[src/rtl/nvme_queue_ctrl_pkg.sv]
// Shared constants, CQE field layout and doorbell FSM encoding for the
// NVMe I/O queue-pair controller.
package nvme_drv_pkg;

  localparam int          OUTSTANDING = 16;
  localparam logic [31:0] DB_BASE     = 32'h1000;
  localparam int          DSTRD       = 0;

  localparam int CQE_SQHD_LSB = 64;
  localparam int CQE_CID_LSB  = 96;
  localparam int CQE_P_BIT    = 112;
  localparam int CQE_STS_LSB  = 113;

  typedef enum logic [1:0] {
    DB_IDLE  = 2'd0,
    DB_ISSUE = 2'd1,
    DB_RESP  = 2'd2
  } db_state_e;

  // SQ doorbell of queue pair q sits at slot 2q, its CQ doorbell at 2q+1.
  function automatic logic [31:0] db_addr(logic [31:0] base, int qid, int dstrd, logic is_cq);
    return base + 32'(((2 * qid) + int'(is_cq)) << (2 + dstrd));
  endfunction

endpackage

[src/rtl/nvme_queue_ctrl_if.sv]
// AXI-Lite write-only channel set used to ring NVMe doorbells.
interface nvme_queue_ctrl_if;
  logic [31:0] nl_awaddr;
  logic        nl_awvalid;
  logic        nl_awready;
  logic [31:0] nl_wdata;
  logic [3:0]  nl_wstrb;
  logic        nl_wvalid;
  logic        nl_wready;
  logic [1:0]  nl_bresp;
  logic        nl_bvalid;
  logic        nl_bready;

  modport master (
    output nl_awaddr, nl_awvalid, nl_wdata, nl_wstrb, nl_wvalid, nl_bready,
    input  nl_awready, nl_wready, nl_bresp, nl_bvalid
  );

  modport slave (
    input  nl_awaddr, nl_awvalid, nl_wdata, nl_wstrb, nl_wvalid, nl_bready,
    output nl_awready, nl_wready, nl_bresp, nl_bvalid
  );
endinterface

[src/rtl/nvme_queue_ctrl_db_axil_writer.sv]
// Single-outstanding AXI-Lite doorbell writer: AW and W issued together,
// each retired on its own handshake, then one B response collected.
//
// state    | meaning
// DB_IDLE  | waiting for start_i; payload latched on start
// DB_ISSUE | AW and/or W still valid, waiting for handshakes
// DB_RESP  | bready high, waiting for the write response
module nvme_db_axil_writer
  import nvme_drv_pkg::*;
(
  input  logic        clk,
  input  logic        rstn,
  input  logic        start_i,
  input  logic [31:0] addr_i,
  input  logic [31:0] data_i,
  output logic        busy_o,
  output logic        done_o,
  output logic        err_o,
  nvme_queue_ctrl_if.master nl
);

  db_state_e   state_q;
  logic        awvalid_q, wvalid_q, bready_q;
  logic [31:0] awaddr_q, wdata_q;
  logic        done_q, err_q;
  logic        aw_fire, w_fire;

  assign aw_fire = awvalid_q & nl.nl_awready;
  assign w_fire  = wvalid_q & nl.nl_wready;

  always_ff @(posedge clk or negedge rstn) begin
    if (!rstn) begin
      state_q   <= DB_IDLE;
      awvalid_q <= 1'b0;
      wvalid_q  <= 1'b0;
      bready_q  <= 1'b0;
      awaddr_q  <= '0;
      wdata_q   <= '0;
      done_q    <= 1'b0;
      err_q     <= 1'b0;
    end else begin
      done_q <= 1'b0;
      err_q  <= 1'b0;
      case (state_q)
        DB_IDLE: begin
          if (start_i) begin
            awaddr_q  <= addr_i;
            wdata_q   <= data_i;
            awvalid_q <= 1'b1;
            wvalid_q  <= 1'b1;
            state_q   <= DB_ISSUE;
          end
        end
        DB_ISSUE: begin
          if (aw_fire) awvalid_q <= 1'b0;
          if (w_fire)  wvalid_q  <= 1'b0;
          // A channel that already retired counts as complete this cycle.
          if ((!awvalid_q || aw_fire) && (!wvalid_q || w_fire)) begin
            bready_q <= 1'b1;
            state_q  <= DB_RESP;
          end
        end
        DB_RESP: begin
          if (nl.nl_bvalid) begin
            bready_q <= 1'b0;
            done_q   <= 1'b1;
            err_q    <= (nl.nl_bresp != 2'b00);
            state_q  <= DB_IDLE;
          end
        end
        default: state_q <= DB_IDLE;
      endcase
    end
  end

  assign busy_o        = (state_q != DB_IDLE);
  assign done_o        = done_q;
  assign err_o         = err_q;
  assign nl.nl_awaddr  = awaddr_q;
  assign nl.nl_awvalid = awvalid_q;
  assign nl.nl_wdata   = wdata_q;
  assign nl.nl_wstrb   = 4'hF;
  assign nl.nl_wvalid  = wvalid_q;
  assign nl.nl_bready  = bready_q;

endmodule

[src/rtl/nvme_queue_ctrl.sv]
// NVMe I/O queue-pair controller: SQ/CQ pointer tracking, phase checking,
// completion reporting and coalesced doorbell writes.
module nvme_queue_ctrl
  import nvme_drv_pkg::*;
#(
  parameter int          OUTSTANDING = nvme_drv_pkg::OUTSTANDING,
  parameter int          QID         = 1,
  parameter logic [31:0] DB_BASE     = nvme_drv_pkg::DB_BASE,
  parameter int          DSTRD       = nvme_drv_pkg::DSTRD
)(
  input  logic                           clk,
  input  logic                           rstn,
  input  logic                           sq_commit_valid,
  output logic                           sq_commit_ready,
  output logic [$clog2(OUTSTANDING)-1:0] sq_tail,
  output logic [$clog2(OUTSTANDING)-1:0] sq_head,
  output logic                           sq_full,
  output logic [$clog2(OUTSTANDING):0]   inflight,
  input  logic                           cqe_valid,
  input  logic [127:0]                   cqe_data,
  output logic                           cqe_ready,
  output logic                           cpl_valid,
  output logic [15:0]                    cpl_cid,
  output logic [14:0]                    cpl_status,
  nvme_queue_ctrl_if.master              nl,
  output logic                           err_stale,
  output logic                           err_sqhd,
  output logic                           err_bresp
);

  localparam int          PW         = $clog2(OUTSTANDING);
  localparam logic [31:0] SQ_DB_ADDR = db_addr(DB_BASE, QID, DSTRD, 1'b0);
  localparam logic [31:0] CQ_DB_ADDR = db_addr(DB_BASE, QID, DSTRD, 1'b1);

  logic [PW-1:0] sq_tail_q, sq_tail_d, sq_head_q, sq_head_d, cq_head_q, cq_head_d;
  logic [PW:0]   inflight_q, inflight_d;
  logic          exp_phase_q, exp_phase_d;
  logic          sq_pend_q, sq_pend_d, cq_pend_q, cq_pend_d, last_sq_q, last_sq_d;
  logic          err_stale_q, err_stale_d, err_sqhd_q, err_sqhd_d, err_bresp_q, err_bresp_d;
  logic          cpl_valid_q, cpl_valid_d;
  logic [15:0]   cpl_cid_q, cpl_cid_d;
  logic [14:0]   cpl_status_q, cpl_status_d;

  logic          commit, cqe_ok, cqe_stale, sqhd_bad;
  logic [PW-1:0] cqe_sqhd;
  logic          wr_busy, wr_done, wr_err, db_start, sel_sq;
  logic [31:0]   sel_addr, sel_data;
  logic          unused_cqe_bits;

  assign sq_full  = ((sq_tail_q + 1'b1) == sq_head_q);
  assign commit   = sq_commit_valid & ~sq_full;
  assign cqe_sqhd = cqe_data[CQE_SQHD_LSB +: PW];
  assign cqe_ok    = cqe_valid & (cqe_data[CQE_P_BIT] == exp_phase_q);
  assign cqe_stale = cqe_valid & (cqe_data[CQE_P_BIT] != exp_phase_q);
  // Offset from head must not exceed the head-to-tail span, modulo depth.
  assign sqhd_bad  = (PW'(cqe_sqhd - sq_head_q) > PW'(sq_tail_q - sq_head_q));
  assign unused_cqe_bits = ^{cqe_data[CQE_SQHD_LSB-1:0], cqe_data[CQE_CID_LSB-1:CQE_SQHD_LSB+PW]};

  // Arbitration alternates when both doorbells are pending.
  assign sel_sq   = sq_pend_q & (~cq_pend_q | ~last_sq_q);
  assign db_start = ~wr_busy & (sq_pend_q | cq_pend_q);
  assign sel_addr = sel_sq ? SQ_DB_ADDR : CQ_DB_ADDR;
  assign sel_data = sel_sq ? 32'(sq_tail_q) : 32'(cq_head_q);

  always_comb begin
    sq_tail_d    = sq_tail_q;
    sq_head_d    = sq_head_q;
    cq_head_d    = cq_head_q;
    inflight_d   = inflight_q;
    exp_phase_d  = exp_phase_q;
    last_sq_d    = last_sq_q;
    err_stale_d  = err_stale_q | cqe_stale;
    err_sqhd_d   = err_sqhd_q;
    err_bresp_d  = err_bresp_q | (wr_done & wr_err);
    cpl_valid_d  = cqe_ok;
    cpl_cid_d    = cpl_cid_q;
    cpl_status_d = cpl_status_q;
    sq_pend_d    = sq_pend_q & ~(db_start & sel_sq);
    cq_pend_d    = cq_pend_q & ~(db_start & ~sel_sq);

    if (db_start) last_sq_d = sel_sq;

    if (commit) begin
      sq_tail_d = sq_tail_q + 1'b1;
      sq_pend_d = 1'b1;
    end

    if (cqe_ok) begin
      cpl_cid_d    = cqe_data[CQE_CID_LSB +: 16];
      cpl_status_d = cqe_data[CQE_STS_LSB +: 15];
      cq_head_d    = cq_head_q + 1'b1;
      cq_pend_d    = 1'b1;
      sq_head_d    = cqe_sqhd;
      err_sqhd_d   = err_sqhd_q | sqhd_bad;
      if (&cq_head_q) exp_phase_d = ~exp_phase_q;
    end

    case ({commit, cqe_ok})
      2'b10:   inflight_d = inflight_q + 1'b1;
      2'b01:   inflight_d = inflight_q - 1'b1;
      default: inflight_d = inflight_q;
    endcase
  end

  always_ff @(posedge clk or negedge rstn) begin
    if (!rstn) begin
      sq_tail_q    <= '0;
      sq_head_q    <= '0;
      cq_head_q    <= '0;
      inflight_q   <= '0;
      exp_phase_q  <= 1'b1;
      sq_pend_q    <= 1'b0;
      cq_pend_q    <= 1'b0;
      last_sq_q    <= 1'b0;
      err_stale_q  <= 1'b0;
      err_sqhd_q   <= 1'b0;
      err_bresp_q  <= 1'b0;
      cpl_valid_q  <= 1'b0;
      cpl_cid_q    <= '0;
      cpl_status_q <= '0;
    end else begin
      sq_tail_q    <= sq_tail_d;
      sq_head_q    <= sq_head_d;
      cq_head_q    <= cq_head_d;
      inflight_q   <= inflight_d;
      exp_phase_q  <= exp_phase_d;
      sq_pend_q    <= sq_pend_d;
      cq_pend_q    <= cq_pend_d;
      last_sq_q    <= last_sq_d;
      err_stale_q  <= err_stale_d;
      err_sqhd_q   <= err_sqhd_d;
      err_bresp_q  <= err_bresp_d;
      cpl_valid_q  <= cpl_valid_d;
      cpl_cid_q    <= cpl_cid_d;
      cpl_status_q <= cpl_status_d;
    end
  end

  nvme_db_axil_writer u_db_wr (
    .clk     (clk),
    .rstn    (rstn),
    .start_i (db_start),
    .addr_i  (sel_addr),
    .data_i  (sel_data),
    .busy_o  (wr_busy),
    .done_o  (wr_done),
    .err_o   (wr_err),
    .nl      (nl)
  );

  assign sq_commit_ready = ~sq_full;
  assign sq_tail         = sq_tail_q;
  assign sq_head         = sq_head_q;
  assign inflight        = inflight_q;
  assign cqe_ready       = rstn;
  assign cpl_valid       = cpl_valid_q;
  assign cpl_cid         = cpl_cid_q;
  assign cpl_status      = cpl_status_q;
  assign err_stale       = err_stale_q;
  assign err_sqhd        = err_sqhd_q;
  assign err_bresp       = err_bresp_q;

endmodule

[src/flat_wrapper.sv]
// flat-port wrapper written by rule: the top's interface ports become plain ports
module nvme_queue_ctrl_flat import nvme_drv_pkg::*;
#(
  parameter int          OUTSTANDING = nvme_drv_pkg::OUTSTANDING,
  parameter int          QID         = 1,
  parameter logic [31:0] DB_BASE     = nvme_drv_pkg::DB_BASE,
  parameter int          DSTRD       = nvme_drv_pkg::DSTRD
)
  (clk, rstn, sq_commit_valid, sq_commit_ready, sq_tail, sq_head, sq_full, inflight, cqe_valid, cqe_data, cqe_ready, cpl_valid, cpl_cid, cpl_status, err_stale, err_sqhd, err_bresp, nl_nl_awaddr, nl_nl_awvalid, nl_nl_wdata, nl_nl_wstrb, nl_nl_wvalid, nl_nl_bready, nl_nl_awready, nl_nl_wready, nl_nl_bresp, nl_nl_bvalid);
  nvme_queue_ctrl_if nl_i ();
  input  logic clk;
  input  logic rstn;
  input  logic sq_commit_valid;
  output logic sq_commit_ready;
  output logic [$clog2(OUTSTANDING)-1:0] sq_tail;
  output logic [$clog2(OUTSTANDING)-1:0] sq_head;
  output logic sq_full;
  output logic [$clog2(OUTSTANDING):0] inflight;
  input  logic cqe_valid;
  input  logic [127:0] cqe_data;
  output logic cqe_ready;
  output logic cpl_valid;
  output logic [15:0] cpl_cid;
  output logic [14:0] cpl_status;
  output logic err_stale;
  output logic err_sqhd;
  output logic err_bresp;
  output wire logic [$bits(nl_i.nl_awaddr)-1:0] nl_nl_awaddr;
  output wire logic [$bits(nl_i.nl_awvalid)-1:0] nl_nl_awvalid;
  output wire logic [$bits(nl_i.nl_wdata)-1:0] nl_nl_wdata;
  output wire logic [$bits(nl_i.nl_wstrb)-1:0] nl_nl_wstrb;
  output wire logic [$bits(nl_i.nl_wvalid)-1:0] nl_nl_wvalid;
  output wire logic [$bits(nl_i.nl_bready)-1:0] nl_nl_bready;
  input wire logic [$bits(nl_i.nl_awready)-1:0] nl_nl_awready;
  input wire logic [$bits(nl_i.nl_wready)-1:0] nl_nl_wready;
  input wire logic [$bits(nl_i.nl_bresp)-1:0] nl_nl_bresp;
  input wire logic [$bits(nl_i.nl_bvalid)-1:0] nl_nl_bvalid;
  assign nl_nl_awaddr = nl_i.nl_awaddr;
  assign nl_nl_awvalid = nl_i.nl_awvalid;
  assign nl_nl_wdata = nl_i.nl_wdata;
  assign nl_nl_wstrb = nl_i.nl_wstrb;
  assign nl_nl_wvalid = nl_i.nl_wvalid;
  assign nl_nl_bready = nl_i.nl_bready;
  assign nl_i.nl_awready = nl_nl_awready;
  assign nl_i.nl_wready = nl_nl_wready;
  assign nl_i.nl_bresp = nl_nl_bresp;
  assign nl_i.nl_bvalid = nl_nl_bvalid;
  nvme_queue_ctrl #(.OUTSTANDING(OUTSTANDING), .QID(QID), .DB_BASE(DB_BASE), .DSTRD(DSTRD)) u_core (.clk(clk), .rstn(rstn), .sq_commit_valid(sq_commit_valid), .sq_commit_ready(sq_commit_ready), .sq_tail(sq_tail), .sq_head(sq_head), .sq_full(sq_full), .inflight(inflight), .cqe_valid(cqe_valid), .cqe_data(cqe_data), .cqe_ready(cqe_ready), .cpl_valid(cpl_valid), .cpl_cid(cpl_cid), .cpl_status(cpl_status), .nl(nl_i), .err_stale(err_stale), .err_sqhd(err_sqhd), .err_bresp(err_bresp));
endmodule
[config.mk]
export PLATFORM = sky130hd
export DESIGN_NAME = nvme_queue_ctrl_flat
export DESIGN_NICKNAME = d
export VERILOG_FILES = /design/src/rtl/nvme_queue_ctrl_pkg.sv /design/src/rtl/nvme_queue_ctrl_if.sv /design/src/rtl/nvme_queue_ctrl_db_axil_writer.sv /design/src/rtl/nvme_queue_ctrl.sv /design/src/flat_wrapper.sv
export SDC_FILE = /design/constraint.sdc
export NUM_CORES = 1
export LEC_CHECK = 0
export ABC_AREA = 1
export CAP_MARGIN = 10
export CORE_MARGIN = 5
export CORE_UTILIZATION = 32
export CTS_CLUSTER_SIZE = 28
export DETAILED_ROUTE_END_ITERATION = 8
export GPL_TIMING_DRIVEN = 0
export HOLD_SLACK_MARGIN = 0.02
export PLACE_DENSITY_LB_ADDON = 0.08
export SYNTH_ARGS = -nofsm -noshare
export SYNTH_HDL_FRONTEND = slang
export SYNTH_SLANG_ARGS = --single-unit
[constraint.sdc]
create_clock -name clk -period 2.2 [get_ports clk]
set_input_delay 0.22 -clock clk [delete_from_list [all_inputs] [get_ports clk]]
set_output_delay 0.22 -clock clk [all_outputs]
set_load 0.01 [all_outputs]
==> flow_metrics.py, run 1 <==
metrics = {
    "status": {
        "status": "finished, final reports clean",
    },
    "yosys": {
        "dominantRegCellSynth": "dfrtp_1",
        "yosysUniqueCellTypes": 30,
        "async_flop_share_pct": 100.0,
        "synth-seq-area-share_pct": 46.22,
        "synth_top_cell_area_share_pct": 45.52,
        "yosys_warnings": 0,
        "syn_avg_cell_area_sq_um": 8.614,
        "synthCells": 434,
        "synth_edf_count": 0,
        "synth_area_leaders": "dfrtp_1 46%, nand2_1 17%, buf_4 13%",
        "synth_top_cell_by_area": "dfrtp_1",
        "synth.most_common_cell": "nand2_1",
        "synth_common_cells": "166 x nand2_1, 68 x dfrtp_1, 67 x buf_4",
        "synth_area_sq_um": 3739,
        "synth_seq_cells": 69,
    },
    "clocking": {
        "cts_tree": "yes",
        "cts_root_buf": "clkbuf_16",
        "insertion_delay_ps": 330,
        "cts-buffers-inserted": 9,
        "cts_max_level": 3,
        "cts.sinks": 69,
        "cts_max_path_buffers": 2,
        "clk_pin_slew_ps": 60,
    },
    "final_layout": {
        "final-seq-area_sq_um": 1732,
        "final_layout_size_suffix_gt1_share_pct": 20.70,
        "syn2layout_area_growth_pct": 53.35,
        "num_antenna_cells": 0,
        "nFillCells": 1122,
        "multi_input_comb_area_sq_um": 1662,
        "layout.cells.non_filler": 771,
        "final_nets": 779,
    },
    "floorplan": {
        "die-area_sq_um": 13950,
        "fp.dieW_um": 118.1,
        "num_io_pins": 259,
        "start_util_pct": 32.74,
        "die_y_um": 118.1,
        "fp-row-count": 39,
        "core_area_sq_um": 11420,
    },
    "placed_design": {
        "finalWeightedCongestion": 0.7532,
        "hpwl_mm": 6.944,
        "place_inst": 742,
        "port_buffers": 105,
    },
    "route": {
        "ant_nets": 0,
        "dr.max_layer_used": "met4",
        "drtIter0Drc": 104,
        "remaining_drc_errors": 0,
        "vias_per_cell": 4.009,
        "wl_met1_mm": 3.986,
        "route.met3.wl_um": 740,
        "wl_mm": 9.047,
        "wl_per_cell_um": 11.73,
        "vias": 3091,
        "dr.pass1.iters": 4,
        "wl_met2_mm": 4.195,
    },
    "timing": {
        "tns_ps": 0,
        "max_freq_mhz": 456.4,
        "fin_crit_ps": 2191,
        "drv_slew": 0,
        "fin_crit_sh_pct": 99.60,
        "rsz0062_at_grt": "true",
        "finalHoldViolCount": 0,
        "setup_viol": 0,
        "fin_skew_ps": 7.975,
    },
    "worst_setup_path": {
        "r2r_slack_ps": 9,
        "rr_worst_depth": 16,
        "required_ps": 2410,
        "cp-start-kind": "flop",
        "cp_cell_sequence": "ha_4 > inv_1 > nand2_1 > nand3_2 > nand2_2 > nand3_4 > nand2_4 > ha_4 > fa_2 > nand2_2 > nand2_1 > nand2_1 > nand2_1 > xor2_1 > nand2_1 > nand2_1",
        "max_stage_delay_ps": 450,
        "cp-end-kind": "flop",
        "crit_path_top_delay_cell": "dfrtp_2",
        "arrival_ps": 2400,
        "crit_fanout": 5,
        "crit_top_cell": "nand2_1",
        "worstSetupPathType": "reg -> reg",
    },
    "grt": {
        "overflow": 0,
        "grt.total_usage_pct": 13.22,
        "grt_pass1_wl_mm": 15.21,
        "grt_max_degree": 44,
        "grt_pass1_vias": 3123,
        "antenna_found_initial": 0,
    },
    "power": {
        "peakVddDrop_v": 0.0006350,
        "p_leak_nw": 2.997,
        "power_density_nw_per_um2": 1345,
        "power_mw": 7.713,
    },
    "min_path": {
        "hp-class": "in -> async",
    },
    "flow_run": {
        "max_cap_violations": 0,
    },
}
[cells in the final DEF (no fill, tap or decap), drive strengths merged, types with 2 or more instances in the layout]
master	count
a21oi	8
a22oi	2
buf	85
bufinv	2
clkbuf	13
clkdlybuf4s50	102
clkinv	4
conb	61
dfrtp	68
fa	3
ha	16
inv	35
nand2	169
nand3	15
nand4	2
nor2	10
o211ai	3
o21ai	9
o21bai	2
xnor2	5
xor2	8
[kinds of logic (layout without fill, tap and decap cells)]
logic type	Yosys count	after routing	share of synthesized area, %
adder cells (fa/ha/maj)	19	19	6.961
flip-flops	69	69	46.22
buffers and inverters	107	242	17.94
AND/OR/NAND/NOR	197	197	21.35
AO/OA/AOI/OAI	27	27	4.284
XOR/XNOR	13	13	3.046
other	2	61	0.2009
[report_power, final]
group	internal, mW	switching (mW)	total (mW)
logic	2.02	1.96	3.98
registers	1.83	0.398	2.23
clock network	0.986	0.514	1.50
[worst max-delay path, delay by kind of cell, from the launching register on]
| family | cells | cell delay, ps |
|---|---|---|
| DFF | 1 | 450 |
| xor gates and xnor gates | 1 | 140 |
| and+or+nand+nor | 11 | 710 |
| buffers and inverters | 1 | 60 |
| adders and majority gates | 3 | 730 |
[sequential cells by signal, indices dropped and copies added (netlist names), 2 cells and up]
register                     cells
u_core.u_db_wr.state_q           2
u_core.cq_head_q                 4
u_core.sq_head                   4
u_core.sq_tail                   4
u_core.u_db_wr.nl.nl_wdata       4
u_core.inflight                  5
u_core.cpl_cid                  16
u_core.u_db_wr.nl.nl_awaddr      2
u_core.cpl_status               15
[through the flow]
step | util [%] | instance area [sq um] | hold WS [ps] | worst slack [ps]
floorplan | - | 4005 | -75.59 | 10.17
global placement | 45.85 | 5235 | 434.3 | -2091
detailed placement | 46.07 | 5260 | 186.5 | -185.0
CTS | 49.69 | 5674 | 406.1 | -34.07
global route | 50.21 | 5733 | 429.4 | -140.1
finish | 50.21 | 5733 | 403.8 | 8.819
[routing by layer]
metal  vias up  global-route usage (%)
li1       1596                       -
met1      1382                   15.94
met2       104                   21.45
met3         9                   4.757
met4         0                   5.161
met5         -                       0
[path summary, 6_finish.rpt]
check	from	to
max in group asynchronous	rstn	u_core.exp_phase_q$_DFFE_PN1P_
min in group clk	cqe_data[110]	u_core.cpl_cid[14]$_DFFE_PN0P_
worst max register to register	u_core.sq_tail[0]$_DFFE_PN0P_	u_core.inflight[4]$_DFFE_PN0P_
worst max-delay path	u_core.sq_tail[0]$_DFFE_PN0P_	u_core.inflight[4]$_DFFE_PN0P_
worst min-delay path	rstn	u_core.u_db_wr.nl.nl_wdata[2]$_DFFE_PN0P_
worst min register to register	u_core.err_bresp$_DFF_PN0_	u_core.err_bresp$_DFF_PN0_
[final cells by class]
class                      instances  share of cell area (%)
inverter                          36                   2.357
sequential                        69                   30.21
buffer                            71                   9.406
tap                              143                   3.121
clock buffer                      11                   4.059
multi-input combinational        317                   28.98
clock inverter                     5                   1.309
timing repair buffer             119                   20.56
[timing repair]
| item | 4_1_cts | 5_1_grt |
|---|---|---|
| endpoints found under the hold margin | 27 | 0 |
| setup endpoints to repair | 5 | 3 |
| pin swaps | 3 | 8 |
| hold buffers | 2 | 0 |
| setup buffers | 7 | 4 |
| resized for setup | 8 | 13 |
Note: power is estimated with default switching activity, not from simulation.
==> run 2, diff against run 1 <==
Settings changed: SKIP_CTS_REPAIR_TIMING set to 1.
==> run 2 against run 1 <==
  * The flow now finishes with violations (setup timing)
  * First-iteration DRC count down 1.9%
  * Clock skew down 1.2 ps
  * Fmax down 2.4%
  * Critical path depth unchanged
  * Clock power about the same
  * Via count down 0.13%
  * Core utilization up 0.18 points
  * Highest routed layer unchanged
==> flow_metrics.py, run 2 (synthesized netlist as in run 1, its figures left out) <==
metrics = {
    "grt": {
        "overflow": 0,
        "grt.total_usage_pct": 13.09,
        "grt_pass1_wl_mm": 14.99,
        "grt_pass1_vias": 3062,
        "grt_max_degree": 44,
        "antenna_found_initial": 0,
    },
    "worst_setup_path": {
        "cp-end-kind": "flop",
        "crit_fanout": 7,
        "rr_worst_depth": 16,
        "required_ps": 2420,
        "crit_family": "adder cells",
        "max_stage_delay_ps": 430,
        "path_depth": 16,
        "cp-start-kind": "flop",
        "critPathBufInv": 2,
        "cp_cell_sequence": "inv_2 > ha_4 > inv_4 > nand2_2 > nor2_2 > nand3_4 > nand2_8 > ha_4 > fa_2 > nand2_2 > nand2_1 > nand2_1 > nand2_1 > xor2_1 > nand2_1 > nand2_1",
        "worstSetupPathType": "reg -> reg",
        "arrival_ps": 2460,
        "crit_top_cell": "nand2_1",
        "crit_path_top_delay_cell": "dfrtp_2",
    },
    "final_layout": {
        "final_core_utilization_pct": 50.38,
        "layout.cells.non_filler": 770,
        "nFillCells": 1120,
        "num_antenna_cells": 0,
        "final_nets": 778,
        "final_cell_mix": "161 x nand2_1, 102 x clkdlybuf4s50_1, 78 x buf_4",
        "syn2layout_area_growth_pct": 53.88,
        "mostFrequentLayoutCell": "nand2_1",
        "largest_reg_flops": 16,
        "final_layout_size_suffix_gt1_share_pct": 20.73,
    },
    "route": {
        "vias": 3087,
        "dr.pass1.iters": 4,
        "wl_per_cell_um": 11.81,
        "ant_nets": 0,
        "wl_mm": 9.097,
        "drtIter0Drc": 102,
        "vias_per_cell": 4.009,
        "remaining_drc_errors": 0,
    },
    "timing": {
        "finalHoldViolCount": 0,
        "fin_crit_sh_pct": 102.0,
        "fin_crit_ps": 2244,
        "fin_skew_ps": 6.762,
        "setup_viol": 1,
        "fin_ws_ps": -44.34,
        "hold_slack_ps": 403.4,
        "rsz0062_at_grt": "true",
        "max_freq_mhz": 445.6,
        "drv_slew": 0,
    },
    "floorplan": {
        "fp.dieW_um": 118.1,
        "fp-row-count": 39,
        "num_io_pins": 259,
        "die_y_um": 118.1,
        "die-area_sq_um": 13950,
        "core_area_sq_um": 11420,
        "start_util_pct": 32.74,
    },
    "clocking": {
        "cts_root_buf": "clkbuf_16",
        "cts-buffers-inserted": 9,
        "clk_pin_slew_ps": 60,
        "cts_tree": "yes",
        "cts_max_path_buffers": 2,
        "cts_max_level": 3,
        "insertion_delay_ps": 330,
        "cts.sinks": 69,
    },
    "power": {
        "power_density_nw_per_um2": 1351,
        "peakVddDrop_v": 0.0006429,
        "power_mw": 7.772,
        "p_leak_nw": 3.016,
    },
    "placed_design": {
        "place_ws_ps": -185.0,
        "place_inst": 742,
        "port_buffers": 105,
        "finalWeightedCongestion": 0.7532,
        "hpwl_mm": 6.944,
    },
    "status": {
        "status": "finished, violations left",
        "violations": "setup timing",
    },
    "min_path": {
        "hp-class": "in -> async",
    },
    "flow_run": {
        "max_cap_violations": 0,
    },
}
run 2: changes by cell type in the layout (fill, tap and decap cells not counted), moves of 2 or more:
cell	before	now
nand3_1	12	10
nand2_1	163	161
dlymetal6s2s_1	0	2
nand2_2	5	7
nand3_2	2	4
clkbuf_2	2	0
run 2: power breakdown:
group	total, mW	internal (mW)	switching (mW)
Sequential	2.24	1.83	0.403
Combinational	4.03	2.05	1.98
Clock	1.51	0.986	0.519
run 2: per-stage QoR:
step	area, sq um	TNS [ps]
2_1_floorplan	4005	0
3_3_place_gp	5235	-119000
3_5_place_dp	5260	-480.9
4_1_cts	5568	-811.6
5_1_grt	5753	-320.2
6_report	5753	-44.34
run 2: cell type report:
| cell class | count | area (sq um) | area share (%) |
|---|---|---|---|
| plain buffers | 71 | 535.5 | 9.308 |
| clock buffers | 11 | 232.7 | 4.045 |
| clock inverters | 5 | 75.07 | 1.305 |
| inverters | 36 | 137.6 | 2.392 |
| multi-input cells | 317 | 1677 | 29.14 |
| flip-flops and latches | 69 | 1730 | 30.08 |
| well taps | 143 | 178.9 | 3.110 |
| repair buffers | 118 | 1186 | 20.62 |
run 2: worst reg2reg max path: cells and delay by family (launching register included):
family	cells	cell delay, ps
fa+ha+maj	3	820
simple gates	10	650
flops	1	430
xor+xnor	1	130
buf+inv	2	120
run 2: final timing paths:
path                                               startpoint                                   endpoint  slack [ps]
worst max-delay path            u_core.sq_tail[0]$_DFFE_PN0P_             u_core.inflight[4]$_DFFE_PN0P_         -40
worst min-delay path                                     rstn  u_core.u_db_wr.nl.nl_wdata[2]$_DFFE_PN0P_         400
worst max register to register  u_core.sq_tail[0]$_DFFE_PN0P_             u_core.inflight[4]$_DFFE_PN0P_         -40
worst min register to register     u_core.err_bresp$_DFF_PN0_                 u_core.err_bresp$_DFF_PN0_         450
max in group asynchronous                                rstn             u_core.exp_phase_q$_DFFE_PN1P_        1520
min in group clk                                cqe_data[110]             u_core.cpl_cid[14]$_DFFE_PN0P_         420
run 2: metal layers:
metal / wire length, um / part of all wire, % / GRT usage (%)
met4: 159 / 1.7 / 5.591
met5: 0 / 0 / 0
met2: 4229 / 46 / 20.89
met3: 750 / 8.2 / 4.901
met1: 3957 / 43 / 15.76
